**src/rtl/ddr_recorder_wr_arbiter_if.sv**
```systemverilog
// rtl/ddr_recorder_wr_arbiter_if.sv - requester bank and AXI4 write-port signals of the DDR write arbiter
interface ddr_recorder_wr_arbiter_if #(
    parameter int NREQ       = 4,
    parameter int ADDR_WIDTH = 35,
    parameter int DATA_WIDTH = 256,
    parameter int LEN_WIDTH  = 8
);
    logic [NREQ-1:0]            reqValid;
    logic [NREQ*ADDR_WIDTH-1:0] reqAddr;
    logic [NREQ*LEN_WIDTH-1:0]  reqLen;
    logic [NREQ*DATA_WIDTH-1:0] reqData;
    logic [NREQ-1:0]            reqDataValid;
    logic [NREQ-1:0]            reqDataReady;
    logic [NREQ-1:0]            grant;
    logic [NREQ-1:0]            reqDone;
    logic [NREQ-1:0]            reqErr;
    logic [ADDR_WIDTH-1:0]      m_awaddr;
    logic [LEN_WIDTH-1:0]       m_awlen;
    logic                       m_awvalid;
    logic                       m_awready;
    logic [DATA_WIDTH-1:0]      m_wdata;
    logic                       m_wlast;
    logic                       m_wvalid;
    logic                       m_wready;
    logic [1:0]                 m_bresp;
    logic                       m_bvalid;
    logic                       m_bready;
    logic [31:0]                busyCount;

    modport master (
        input  reqValid, reqAddr, reqLen, reqData, reqDataValid,
        input  m_awready, m_wready, m_bresp, m_bvalid,
        output reqDataReady, grant, reqDone, reqErr,
        output m_awaddr, m_awlen, m_awvalid,
        output m_wdata, m_wlast, m_wvalid,
        output m_bready, busyCount
    );

    modport slave (
        output reqValid, reqAddr, reqLen, reqData, reqDataValid,
        output m_awready, m_wready, m_bresp, m_bvalid,
        input  reqDataReady, grant, reqDone, reqErr,
        input  m_awaddr, m_awlen, m_awvalid,
        input  m_wdata, m_wlast, m_wvalid,
        input  m_bready, busyCount
    );
endinterface

```
**src/rtl/ddr_recorder_wr_arbiter.sv**
```systemverilog
// rtl/ddr_recorder_wr_arbiter.sv - round-robin arbiter sharing one AXI4 write port among recorders
module ddr_recorder_wr_arbiter #(
    parameter int NREQ          = 4,
    parameter int ADDR_WIDTH    = 35,
    parameter int DATA_WIDTH    = 256,
    parameter int LEN_WIDTH     = 8,
    parameter int BRESP_TIMEOUT = 1023
) (
    input logic                        axiClk,
    input logic                        axiAresetn,
    ddr_recorder_wr_arbiter_if.master  bus
);
    localparam int IDX_W = $clog2(NREQ);
    localparam int CW    = IDX_W + 1;
    localparam int TO_W  = $clog2(BRESP_TIMEOUT + 1);
    localparam logic [TO_W-1:0]  TO_LAST  = TO_W'(BRESP_TIMEOUT - 1);
    localparam logic [IDX_W-1:0] IDX_LAST = IDX_W'(NREQ - 1);

    typedef enum logic [1:0] {IDLE, ADDR, DATA, RESP} state_t;
    state_t state, state_nxt;

    logic [IDX_W-1:0]      rr, rr_nxt, gidx, sel_idx;
    logic [CW-1:0]         cand;
    logic                  sel_found;
    logic [ADDR_WIDTH-1:0] sel_addr, awaddr_q;
    logic [LEN_WIDTH-1:0]  sel_len, awlen_q, beat_cnt;
    logic [DATA_WIDTH-1:0] g_data;
    logic                  g_dvalid;
    logic [TO_W-1:0]       to_cnt;
    logic                  aw_hs, w_hs, b_timeout, awvalid_q;
    logic [NREQ-1:0]       grant_q, done_q, err_q;
    logic [31:0]           busy_q;

    // Scan upward from rr with wrap; cand is one bit wider so rr+k never overflows.
    always_comb begin
        sel_found = 1'b0;
        sel_idx   = '0;
        cand      = '0;
        for (int k = 0; k < NREQ; k++) begin
            cand = {1'b0, rr} + CW'(k);
            if (cand >= CW'(NREQ))
                cand = cand - CW'(NREQ);
            if (!sel_found && bus.reqValid[cand[IDX_W-1:0]]) begin
                sel_found = 1'b1;
                sel_idx   = cand[IDX_W-1:0];
            end
        end
    end

    always_comb begin
        sel_addr = '0;
        sel_len  = '0;
        g_data   = '0;
        g_dvalid = 1'b0;
        for (int i = 0; i < NREQ; i++) begin
            if (sel_idx == IDX_W'(i)) begin
                sel_addr = bus.reqAddr[i*ADDR_WIDTH +: ADDR_WIDTH];
                sel_len  = bus.reqLen[i*LEN_WIDTH +: LEN_WIDTH];
            end
            if (gidx == IDX_W'(i)) begin
                g_data   = bus.reqData[i*DATA_WIDTH +: DATA_WIDTH];
                g_dvalid = bus.reqDataValid[i];
            end
        end
    end

    assign aw_hs     = awvalid_q & bus.m_awready;
    assign w_hs      = bus.m_wvalid & bus.m_wready;
    assign b_timeout = !bus.m_bvalid && (to_cnt == TO_LAST);
    assign rr_nxt    = (gidx == IDX_LAST) ? '0 : gidx + IDX_W'(1);

    always_ff @(posedge axiClk or negedge axiAresetn) begin
        if (!axiAresetn)
            state <= IDLE;
        else
            state <= state_nxt;
    end

    always_comb begin
        state_nxt = state;
        case (state)
            IDLE:    if (sel_found) state_nxt = ADDR;
            ADDR:    if (aw_hs) state_nxt = DATA;
            DATA:    if (w_hs && bus.m_wlast) state_nxt = RESP;
            RESP:    if (bus.m_bvalid || b_timeout) state_nxt = IDLE;
            default: state_nxt = IDLE;
        endcase
    end

    // W channel is a zero-latency mux from the granted requester.
    always_comb begin
        bus.m_wvalid     = 1'b0;
        bus.m_wdata      = '0;
        bus.m_wlast      = 1'b0;
        bus.reqDataReady = '0;
        bus.m_bready     = 1'b0;
        case (state)
            DATA: begin
                bus.m_wvalid     = g_dvalid;
                bus.m_wdata      = g_data;
                bus.m_wlast      = (beat_cnt == awlen_q);
                bus.reqDataReady = grant_q & {NREQ{bus.m_wready}};
            end
            RESP:    bus.m_bready = 1'b1;
            default: ;
        endcase
    end

    always_ff @(posedge axiClk or negedge axiAresetn) begin
        if (!axiAresetn) begin
            rr        <= '0;
            gidx      <= '0;
            grant_q   <= '0;
            done_q    <= '0;
            err_q     <= '0;
            awvalid_q <= 1'b0;
            awaddr_q  <= '0;
            awlen_q   <= '0;
            beat_cnt  <= '0;
            to_cnt    <= '0;
            busy_q    <= '0;
        end else begin
            done_q <= '0;
            err_q  <= '0;
            if (grant_q != '0 && busy_q != '1)
                busy_q <= busy_q + 32'd1;
            case (state)
                IDLE: if (sel_found) begin
                    gidx      <= sel_idx;
                    awaddr_q  <= sel_addr;
                    awlen_q   <= sel_len;
                    grant_q   <= NREQ'(1) << sel_idx;
                    awvalid_q <= 1'b1;
                end
                ADDR: if (aw_hs) begin
                    awvalid_q <= 1'b0;
                    beat_cnt  <= '0;
                end
                DATA: if (w_hs) begin
                    beat_cnt <= beat_cnt + LEN_WIDTH'(1);
                    if (bus.m_wlast)
                        to_cnt <= '0;
                end
                RESP: begin
                    if (bus.m_bvalid || b_timeout) begin
                        if (bus.m_bvalid && bus.m_bresp == 2'b00)
                            done_q <= grant_q;
                        else
                            err_q <= grant_q;
                        grant_q <= '0;
                        rr      <= rr_nxt;
                    end else begin
                        to_cnt <= to_cnt + TO_W'(1);
                    end
                end
                default: ;
            endcase
        end
    end

    assign bus.grant     = grant_q;
    assign bus.reqDone   = done_q;
    assign bus.reqErr    = err_q;
    assign bus.m_awaddr  = awaddr_q;
    assign bus.m_awlen   = awlen_q;
    assign bus.m_awvalid = awvalid_q;
    assign bus.busyCount = busy_q;
endmodule

```
**src/flat_wrapper.sv**
```systemverilog
// flat-port wrapper written by rule: the top's interface ports become plain ports
module ddr_recorder_wr_arbiter_flat 
#(
    parameter int NREQ          = 4,
    parameter int ADDR_WIDTH    = 35,
    parameter int DATA_WIDTH    = 256,
    parameter int LEN_WIDTH     = 8,
    parameter int BRESP_TIMEOUT = 1023
)
  (axiClk, axiAresetn, bus_reqValid, bus_reqAddr, bus_reqLen, bus_reqData, bus_reqDataValid, bus_m_awready, bus_m_wready, bus_m_bresp, bus_m_bvalid, bus_reqDataReady, bus_grant, bus_reqDone, bus_reqErr, bus_m_awaddr, bus_m_awlen, bus_m_awvalid, bus_m_wdata, bus_m_wlast, bus_m_wvalid, bus_m_bready, bus_busyCount);
  ddr_recorder_wr_arbiter_if #(.NREQ(NREQ), .ADDR_WIDTH(ADDR_WIDTH), .DATA_WIDTH(DATA_WIDTH), .LEN_WIDTH(LEN_WIDTH)) bus_i ();
  input logic axiClk;
  input logic axiAresetn;
  input wire logic [$bits(bus_i.reqValid)-1:0] bus_reqValid;
  input wire logic [$bits(bus_i.reqAddr)-1:0] bus_reqAddr;
  input wire logic [$bits(bus_i.reqLen)-1:0] bus_reqLen;
  input wire logic [$bits(bus_i.reqData)-1:0] bus_reqData;
  input wire logic [$bits(bus_i.reqDataValid)-1:0] bus_reqDataValid;
  input wire logic [$bits(bus_i.m_awready)-1:0] bus_m_awready;
  input wire logic [$bits(bus_i.m_wready)-1:0] bus_m_wready;
  input wire logic [$bits(bus_i.m_bresp)-1:0] bus_m_bresp;
  input wire logic [$bits(bus_i.m_bvalid)-1:0] bus_m_bvalid;
  output wire logic [$bits(bus_i.reqDataReady)-1:0] bus_reqDataReady;
  output wire logic [$bits(bus_i.grant)-1:0] bus_grant;
  output wire logic [$bits(bus_i.reqDone)-1:0] bus_reqDone;
  output wire logic [$bits(bus_i.reqErr)-1:0] bus_reqErr;
  output wire logic [$bits(bus_i.m_awaddr)-1:0] bus_m_awaddr;
  output wire logic [$bits(bus_i.m_awlen)-1:0] bus_m_awlen;
  output wire logic [$bits(bus_i.m_awvalid)-1:0] bus_m_awvalid;
  output wire logic [$bits(bus_i.m_wdata)-1:0] bus_m_wdata;
  output wire logic [$bits(bus_i.m_wlast)-1:0] bus_m_wlast;
  output wire logic [$bits(bus_i.m_wvalid)-1:0] bus_m_wvalid;
  output wire logic [$bits(bus_i.m_bready)-1:0] bus_m_bready;
  output wire logic [$bits(bus_i.busyCount)-1:0] bus_busyCount;
  assign bus_i.reqValid = bus_reqValid;
  assign bus_i.reqAddr = bus_reqAddr;
  assign bus_i.reqLen = bus_reqLen;
  assign bus_i.reqData = bus_reqData;
  assign bus_i.reqDataValid = bus_reqDataValid;
  assign bus_i.m_awready = bus_m_awready;
  assign bus_i.m_wready = bus_m_wready;
  assign bus_i.m_bresp = bus_m_bresp;
  assign bus_i.m_bvalid = bus_m_bvalid;
  assign bus_reqDataReady = bus_i.reqDataReady;
  assign bus_grant = bus_i.grant;
  assign bus_reqDone = bus_i.reqDone;
  assign bus_reqErr = bus_i.reqErr;
  assign bus_m_awaddr = bus_i.m_awaddr;
  assign bus_m_awlen = bus_i.m_awlen;
  assign bus_m_awvalid = bus_i.m_awvalid;
  assign bus_m_wdata = bus_i.m_wdata;
  assign bus_m_wlast = bus_i.m_wlast;
  assign bus_m_wvalid = bus_i.m_wvalid;
  assign bus_m_bready = bus_i.m_bready;
  assign bus_busyCount = bus_i.busyCount;
  ddr_recorder_wr_arbiter #(.NREQ(NREQ), .ADDR_WIDTH(ADDR_WIDTH), .DATA_WIDTH(DATA_WIDTH), .LEN_WIDTH(LEN_WIDTH), .BRESP_TIMEOUT(BRESP_TIMEOUT)) u_core (.axiClk(axiClk), .axiAresetn(axiAresetn), .bus(bus_i));
endmodule
```
**config.mk**
```make
export PLATFORM = sky130hd
export DESIGN_NAME = ddr_recorder_wr_arbiter_flat
export DESIGN_NICKNAME = d
export VERILOG_FILES = /design/src/rtl/ddr_recorder_wr_arbiter_if.sv /design/src/rtl/ddr_recorder_wr_arbiter.sv /design/src/flat_wrapper.sv
export SDC_FILE = /design/constraint.sdc
export NUM_CORES = 1
export LEC_CHECK = 0
export BUFFER_PORTS_ARGS = -buffer_cell sky130_fd_sc_hd__buf_2
export CORE_AREA = 2 2 603 605
export CTS_CLUSTER_SIZE = 8
export DETAILED_ROUTE_END_ITERATION = 10
export DIE_AREA = 0 0 605 607
export GPL_ROUTABILITY_DRIVEN = 0
export GPL_TIMING_DRIVEN = 1
export PLACE_DENSITY = 0.3
export SETUP_SLACK_MARGIN = 0.4
export SYNTH_ARGS = -nofsm -noshare
export SYNTH_HDL_FRONTEND = slang
export SYNTH_SLANG_ARGS = --single-unit
```
**constraint.sdc**
```tcl
create_clock -name axiClk -period 2.65 [get_ports axiClk]
set_input_delay 0.1325 -clock axiClk [delete_from_list [all_inputs] [get_ports axiClk]]
set_output_delay 0.1325 -clock axiClk [all_outputs]
set_load 0.05 [all_outputs]
```
==> insert_results.sql, run 1 <==
INSERT INTO impl_metrics (metric_group, metric, value, unit) VALUES
('sta', 'timing.final.crit_period', '3.00', 'ns'),
('synth', 'netlist_area', '14500', 'µm²'),
('sta', 'ratio_of_final_minimum_period_to_clock_period', '1.13', ''),
('synth', 'ys.flop_type', 'dfrtp_1', ''),
('synth', 'synth-edff-count', '0', ''),
('synth', 'synth.lib_cells_used.distinct', '54', ''),
('setup_path', 'timing.critical_path.fanout_max', '12', ''),
('clocking', 'cts_root_cell', 'clkbuf_16', ''),
('synth', 'postSynth.asyncResetShare', '1.00', ''),
('setup_path', 'timing.reg2reg.worst_path_depth', '11', ''),
('floorplanning', 'ioPinCount', '1562', ''),
('final_layout', 'layout_common_cells', '1306 x buf_2, 290 x buf_4, 249 x nor2_4', ''),
('sta', 'post-route-worst-setup-slack', '-0.349', 'ns'),
('floorplanning', 'die-width', '605', 'µm'),
('place', 'detailed_place_hpwl', '263000', 'µm'),
('sta', 'rsz_0062_raised_after_global_routing', 'yes', ''),
('floorplanning', 'row_count', '221', ''),
('final_layout', 'syn2layout_area_growth', '212', '%'),
('routing', 'detail_route.wirelength', '313000', 'µm'),
('synth', 'synth_sequential_area_ratio', '0.193', ''),
('pwr', 'finalPower', '62.4', 'mW'),
('synth', 'syn_area_per_cell', '6.92', 'µm²'),
('sta', 'tightest_slew', '0.906', 'ns'),
('sta', 'clock.fmax', '333', 'MHz'),
('setup_path', 'cp-start-kind', 'register', ''),
('setup_path', 'worst_ep_required_time', '2.52', 'ns'),
('sta', 'final-setup-viol-count', '257', ''),
('final_layout', 'fin_util', '0.126', ''),
('routing', 'drc_markers', '0', ''),
('job', 'maxCapViolations', '0', ''),
('run_status', 'status', 'finished with violations', ''),
('synth', 'syn_nets', '3325', ''),
('grt', 'grt_pass1_wl', '349000', 'µm'),
('grt', 'grt_pass1_vias', '25975', ''),
('sta', 'timing_hold_violations_final', '0', ''),
('grt', 'antenna_found_initial', '449', ''),
('routing', 'routed_via_density', '3.26', ''),
('pwr', 'p_per_area', '1380', 'nW/µm²'),
('hold_path', 'whs_path_depth', '3', ''),
('hold_path', 'worst_hold_path_type', 'primary input to register', ''),
('clocking', 'clock_sinks', '112', ''),
('final_layout', 'num-nets-final', '5192', ''),
('synth', 'number_of_warning_messages_in_the_yosys_log', '0', ''),
('setup_path', 'criticalPathCategory', 'register to output pin', ''),
('grt', 'grt.overflow.total', '0', ''),
('grt', 'grt.total_usage', '0.153', ''),
('grt', 'grt_start_max_net_pins', '73', ''),
('clocking', 'tritoncts', 'yes', ''),
('pwr', 'leakage_component_of_the_power', '17.3', 'nW'),
('floorplanning', 'die_area', '367000', 'µm²'),
('clocking', 'clk_pin_slew_worst_paths', '0.11', 'ns'),
('routing', 'post_detailed_route_count_of_antenna_violating_nets', '0', ''),
('clocking', 'cts_buffer_depth', '2', ''),
('place', 'io_buffer_count', '1561', ''),
('floorplanning', 'initial_standard_cell_utilization_of_the_core', '0.0403', ''),
('routing', 'initialDrtViolationCount', '2131', ''),
('floorplanning', 'height_of_the_die', '607', 'µm'),
('sta', 'worst_clock_skew', '0.0158', 'ns'),
('clocking', 'cts_max_level', '3', ''),
('clocking', 'insertion_delay', '0.42', 'ns'),
('sta', 'number_of_pins_exceeding_their_max_slew_limit_in_the_final_report', '0', ''),
('floorplanning', 'coreArea', '361000', 'µm²'),
('pwr', 'ir_worst_vdd', '0.471', 'mV'),
('setup_path', 'worst_setup_ep_type', 'output pin', ''),
('routing', 'wire_per_inst', '35.0', 'µm'),
('synth', 'synth_cells', '2101', ''),
('synth', 'yosys_register_bits', '112', ''),
('clocking', 'cts_buffers', '9', ''),
('setup_path', 'worstPathArrival', '2.87', 'ns'),
('run_status', 'violations', 'setup timing', ''),
('routing', 'drt_first_pass_iters', '5', ''),
('routing', 'route.vias.total', '29208', ''),
('final_layout', 'final_layout_size_suffix_gt1_frac', '0.766', ''),
('sta', 'timing.max_slew.rel_slack', '0.395', ''),
('final_layout', 'layout.cells.most_common', 'buf_2', '');
## sequential cells by signal, indices dropped and copies added (netlist names)
signal and flops:
u_core.bus.m_awvalid 1, u_core.to_cnt 10, u_core.bus.m_awaddr 35, u_core.beat_cnt 8
u_core.state 2, u_core.bus.grant 4, u_core.bus.busyCount 32, u_core.bus.m_awlen 8
u_core.bus.reqDone 4, u_core.bus.reqErr 4, u_core.gidx 2, u_core.rr 2
## worst paths after layout
path                                   startpoint                 endpoint  slack (ns)
max                                u_core.gidx[1]         bus_m_wdata[102]       -0.35
min                               bus_reqAddr[98]  u_core.bus.m_awaddr[28]        0.04
max reg2reg                        u_core.gidx[0]          u_core.state[1]       -0.01
min reg2reg                u_core.bus.m_awaddr[7]   u_core.bus.m_awaddr[7]        0.49
max in group asynchronous              axiAresetn   u_core.bus.m_awaddr[9]        1.56
min in group asynchronous              axiAresetn  u_core.bus.m_awaddr[23]        0.32
## cell usage after synthesis (18+ instances only)
cell        n  area, µm²
nor3_1    265       1330
xnor2_1    21        184
clkbuf_1  192        721
xor2_1     18        158
buf_2      22        110
a21oi_1   260       1300
o221ai_1   44        385
mux2i_1    96        961
a221oi_1  255       2230
dfrtp_1   112       2800
nand4_1    18        113
nand3_1    19       95.1
nor2_1    274       1030
nand2_1    75        282
nor2b_1   262       1640
o21ai_0    25        125
## per-layer routing
layer,track usage,share of wire
met4,0.0585,0.052
met3,0.0822,0.12
met1,0.148,0.32
met5,0.00235,0.0071
met2,0.273,0.50
## metrics by stage
step	worst slack (ns)	hold slack (ns)	instance area, µm²	instances	TNS [ns]
floorplan	0.303	-0.163	16400	2101	0
global placement	-0.907	0.247	34500	8521	-5.88
detailed placement	-0.873	0.250	34500	8521	-5.57
CTS	-0.374	0.0000578	38000	8601	-65.30
global route	-0.425	0.0166	45200	8915	-72.58
finish	-0.349	0.0368	45300	8958	-44.06
## kinds of logic after synthesis
| group | synth area share |
|---|---|
| AND/OR/NAND/NOR | 0.340 |
| AO/OA/AOI/OAI | 0.299 |
| buffers and inverters | 0.0660 |
| flip-flops | 0.193 |
| multiplexers | 0.0677 |
| XOR/XNOR | 0.0235 |
| adder cells (fa/ha/maj) | 0.0112 |
## critical path, stage by stage (launching register included)
cell and delay [ns]:
dfrtp_1 0.42, inv_2 0.12, ha_4 0.20, nor2b_4 0.05, buf_12 0.15, buf_16 0.17, buf_12 0.21, buf_16 0.16
a221oi_2 0.28, nor3_1 0.08, a21oi_1 0.15, buf_4 0.17, nor2_4 0.04, buf_12 0.14
## layout make-up
cell class | count | area [µm²]
Clock inverter | 7 | 100
Multi-Input combinational cell | 1747 | 18200
Timing Repair Buffer | 2087 | 17500
Sequential cell | 112 | 2810
Clock buffer | 9 | 225
Inverter | 11 | 51.3
Antenna cell | 191 | 478
Tap cell | 4794 | 6000
Fill cell | 41437 | 316000
## where the power goes
| group | switching, mW | total, mW | internal, mW |
|---|---|---|---|
| Clock | 0.966 | 1.67 | 0.707 |
| Combinational | 33.7 | 57.9 | 24.2 |
| Sequential | 0.568 | 2.80 | 2.23 |
## what timing repair did
item | CTS | global route
buffers inserted | 37 | 122
endpoints found under the setup margin | 286 | 302
hold buffers | 10 | 0
pin swaps | 49 | 176
resized for setup | 436 | 950
hold endpoints to repair | 52 | 0
gates cloned | 17 | 44
Note: power is estimated with default switching activity, not from simulation.
==> run 2: changes to the inputs <==
--- a/config.mk
+++ b/config.mk
@@ -6,10 +6,10 @@
 export NUM_CORES = 1
 export LEC_CHECK = 0
 export BUFFER_PORTS_ARGS = -buffer_cell sky130_fd_sc_hd__buf_2
-export CORE_AREA = 2 2 603 605
+export CORE_AREA = 2 2 605 607
 export CTS_CLUSTER_SIZE = 8
 export DETAILED_ROUTE_END_ITERATION = 10
-export DIE_AREA = 0 0 605 607
+export DIE_AREA = 0 0 607 609
 export GPL_ROUTABILITY_DRIVEN = 0
 export GPL_TIMING_DRIVEN = 1
 export PLACE_DENSITY = 0.3
==> constraint.sdc (replaced) <==
create_clock -name axiClk -period 3.9 [get_ports axiClk]
set_input_delay 0.195 -clock axiClk [delete_from_list [all_inputs] [get_ports axiClk]]
set_output_delay 0.195 -clock axiClk [all_outputs]
set_load 0.05 [all_outputs]
==> run 2 against run 1 <==
Compared with the run above: clock skew fell by 0.0016 ns; critical path type unchanged; setup slack improved by 0.61 ns; global-route usage fell by 0.15 points; the run ends with antenna rules left.
==> insert_results.sql, run 2 (synthesis results as in run 1) <==
INSERT INTO impl_metrics (metric_group, metric, value, unit) VALUES
('final_layout', 'nFillCells', '43127', ''),
('pwr', 'p_per_area', '828', 'nW/µm²'),
('grt', 'grt.total_usage', '0.152', ''),
('routing', 'routed_via_density', '3.20', ''),
('floorplanning', 'initial_standard_cell_utilization_of_the_core', '0.0399', ''),
('pwr', 'power.share.combinational', '0.883', ''),
('grt', 'grt_start_max_net_pins', '109', ''),
('run_status', 'violations', 'antenna rules', ''),
('grt', 'grt_pass1_wl', '347000', 'µm'),
('run_status', 'status', 'finished with violations', ''),
('clocking', 'cts_buffers', '9', ''),
('floorplanning', 'die_area', '370000', 'µm²'),
('setup_path', 'worst_ep_required_time', '3.70', 'ns'),
('final_layout', 'largest_register_ff_count', '35', ''),
('pwr', 'finalPower', '25.3', 'mW'),
('final_layout', 'num-nets-final', '4773', ''),
('setup_path', 'worstPathArrival', '3.44', 'ns'),
('place', 'io_buffer_count', '1561', ''),
('final_layout', 'layout.cells.most_common', 'buf_2', ''),
('routing', 'drt_first_pass_iters', '6', ''),
('clocking', 'cts_buffer_depth', '2', ''),
('grt', 'grt.overflow.total', '0', ''),
('sta', 'clock.fmax', '275', 'MHz'),
('final_layout', 'layout_common_cells', '1500 x buf_2, 266 x nor2_1, 261 x nor2b_1', ''),
('place', 'dpl.cell_count', '8347', ''),
('sta', 'tightest_slew', '1.05', 'ns'),
('sta', 'final-setup-viol-count', '0', ''),
('final_layout', 'instances_no_fill', '8670', ''),
('job', 'maxCapViolations', '0', ''),
('sta', 'rsz_0062_raised_after_global_routing', 'yes', ''),
('setup_path', 'critical_path.n_buffers_inverters', '3', ''),
('sta', 'timing_hold_violations_final', '0', ''),
('place', 'detailed_place_hpwl', '270000', 'µm'),
('pwr', 'p_clk_frac', '0.042', ''),
('setup_path', 'critPathSlowestCell', 'a221oi_1', ''),
('sta', 'timing.final.crit_period', '3.64', 'ns'),
('sta', 'setup-tns-final', '0', 'ns'),
('place', 'detailedPlace.worstSlack', '0.172', 'ns'),
('sta', 'post-route-worst-setup-slack', '0.264', 'ns'),
('floorplanning', 'row_count', '222', ''),
('sta', 'timing.max_slew.rel_slack', '0.301', ''),
('setup_path', 'critical_path.cell_chain', 'inv_1, ha_4, buf_12, a221oi_1, nor3_1, a21oi_1, nor2_1, buf_2', ''),
('pwr', 'leakage_component_of_the_power', '12.6', 'nW'),
('grt', 'antenna_found_initial', '499', ''),
('routing', 'detail_route.wirelength', '296000', 'µm'),
('sta', 'number_of_pins_exceeding_their_max_slew_limit_in_the_final_report', '0', ''),
('final_layout', 'syn2layout_area_growth', '110', '%'),
('routing', 'post_detailed_route_count_of_antenna_violating_nets', '1', ''),
('clocking', 'insertion_delay', '0.40', 'ns'),
('pwr', 'power.share.switching', '0.673', ''),
('routing', 'wire_per_inst', '34.1', 'µm'),
('pwr', 'ir_worst_vdd', '0.364', 'mV'),
('clocking', 'tritoncts', 'yes', ''),
('setup_path', 'worst_path_largest_cell_delay', '1.06', 'ns'),
('setup_path', 'criticalPathCategory', 'register to output pin', ''),
('pwr', 'netSwitchingPower', '17.0', 'mW'),
('setup_path', 'critPathTopFamily', 'compound AO/OA/AOI/OAI gates', ''),
('setup_path', 'cp-start-kind', 'register', ''),
('floorplanning', 'ioPinCount', '1562', ''),
('routing', 'initialDrtViolationCount', '2977', ''),
('place', 'placed_cell_area', '29100', 'µm²'),
('clocking', 'cts_max_level', '3', ''),
('pwr', 'pwr-share-seq', '0.075', ''),
('floorplanning', 'coreArea', '364000', 'µm²'),
('final_layout', 'fin_area', '30500', 'µm²'),
('clocking', 'clock_sinks', '112', ''),
('clocking', 'clk_pin_slew_worst_paths', '0.10', 'ns'),
('sta', 'hold_ws', '0.113', 'ns'),
('clocking', 'cts_root_cell', 'clkbuf_16', ''),
('hold_path', 'worst_hold_path_type', 'primary input to register', ''),
('floorplanning', 'height_of_the_die', '609', 'µm'),
('final_layout', 'final_layout_size_suffix_gt1_frac', '0.489', ''),
('final_layout', 'fin_util', '0.0839', ''),
('sta', 'worst_clock_skew', '0.0142', 'ns'),
('sta', 'ratio_of_final_minimum_period_to_clock_period', '0.932', ''),
('setup_path', 'timing.critical_path.fanout_max', '108', ''),
('pwr', 'cellInternalPower', '8.26', 'mW'),
('floorplanning', 'die-width', '607', 'µm'),
('setup_path', 'worst_setup_ep_type', 'output pin', ''),
('routing', 'route.vias.total', '27711', ''),
('grt', 'grt_pass1_vias', '24759', ''),
('routing', 'drc_markers', '0', '');
[run 2: changes by cell type in the layout (fill, tap and decap cells not counted), moves of 188 or more]
cell,before,now
buf_4,290,88
nor2_4,249,0
buf_2,1306,1500
a21oi_2,195,7
a221oi_1,24,245
nor2_1,18,266
a21oi_1,53,253
[run 2: what timing repair did]
item | CTS | global route
hold buffers | 1 | 0
setup endpoints to repair | 44 | 89
endpoints found under the hold margin | 45 | 0
buffers inserted | 3 | 2
gates cloned | 0 | 1
pin swaps | 1 | 3
gates resized for setup | 38 | 44
[run 2: worst register-to-register path: stages, from the launching register on]
cell and delay [ns]:
dfrtp_1 0.51, xor2_1 0.22, nor4_1 0.67, a41oi_1 0.55
nor4b_1 0.48, mux2i_1 0.22
[run 2: final cells by class]
| cell class | instances | area (µm²) | area share |
|---|---|---|---|
| Sequential cell | 112 | 2800 | 0.0918 |
| Timing Repair Buffer | 1668 | 9560 | 0.313 |
| Inverter | 11 | 48.8 | 0.00160 |
| Tap cell | 4816 | 6030 | 0.197 |
| Clock inverter | 7 | 91.3 | 0.00299 |
| Clock buffer | 9 | 225 | 0.00737 |
| Antenna cell | 300 | 751 | 0.0246 |
| Multi-Input combinational cell | 1747 | 11000 | 0.361 |
[run 2: final timing paths]
| check | cells past startpoint | end | slack, ns | start |
|---|---|---|---|---|
| worst max-delay path | 8 | bus_m_wdata[109] | 0.26 | u_core.gidx[1] |
| min in group asynchronous | 2 | u_core.bus.m_awlen[3] | 0.36 | axiAresetn |
| max in group asynchronous | 3 | u_core.bus.busyCount[15] | 2.62 | axiAresetn |
| worst min register to register | 2 | u_core.bus.m_awaddr[23] | 0.49 | u_core.bus.m_awaddr[23] |
| worst min-delay path | 3 | u_core.bus.m_awaddr[18] | 0.11 | bus_reqAddr[123] |
| worst max register to register | 5 | u_core.to_cnt[5] | 1.17 | u_core.bus.m_awlen[1] |
[run 2: layer usage]
metal / vias to the layer above / global-route usage / share of wire
met5: - / 0.00340 / 0.0068
met4: 260 / 0.0451 / 0.043
met3: 930 / 0.0989 / 0.15
met2: 2217 / 0.244 / 0.45
met1: 13162 / 0.161 / 0.35
li1: 11142 / - / -
[run 2: power by group through the flow]
stage | Sequential [mW] | Combinational (mW) | Clock [mW]
2_1_floorplan | 2.71 | 11.5 | 0
3_3_place_gp | 1.92 | 21.9 | 0
3_5_place_dp | 1.92 | 21.9 | 0
4_1_cts | 1.90 | 22.1 | 1.09
5_1_grt | 1.95 | 23.4 | 1.14
6_report | 1.90 | 22.3 | 1.06
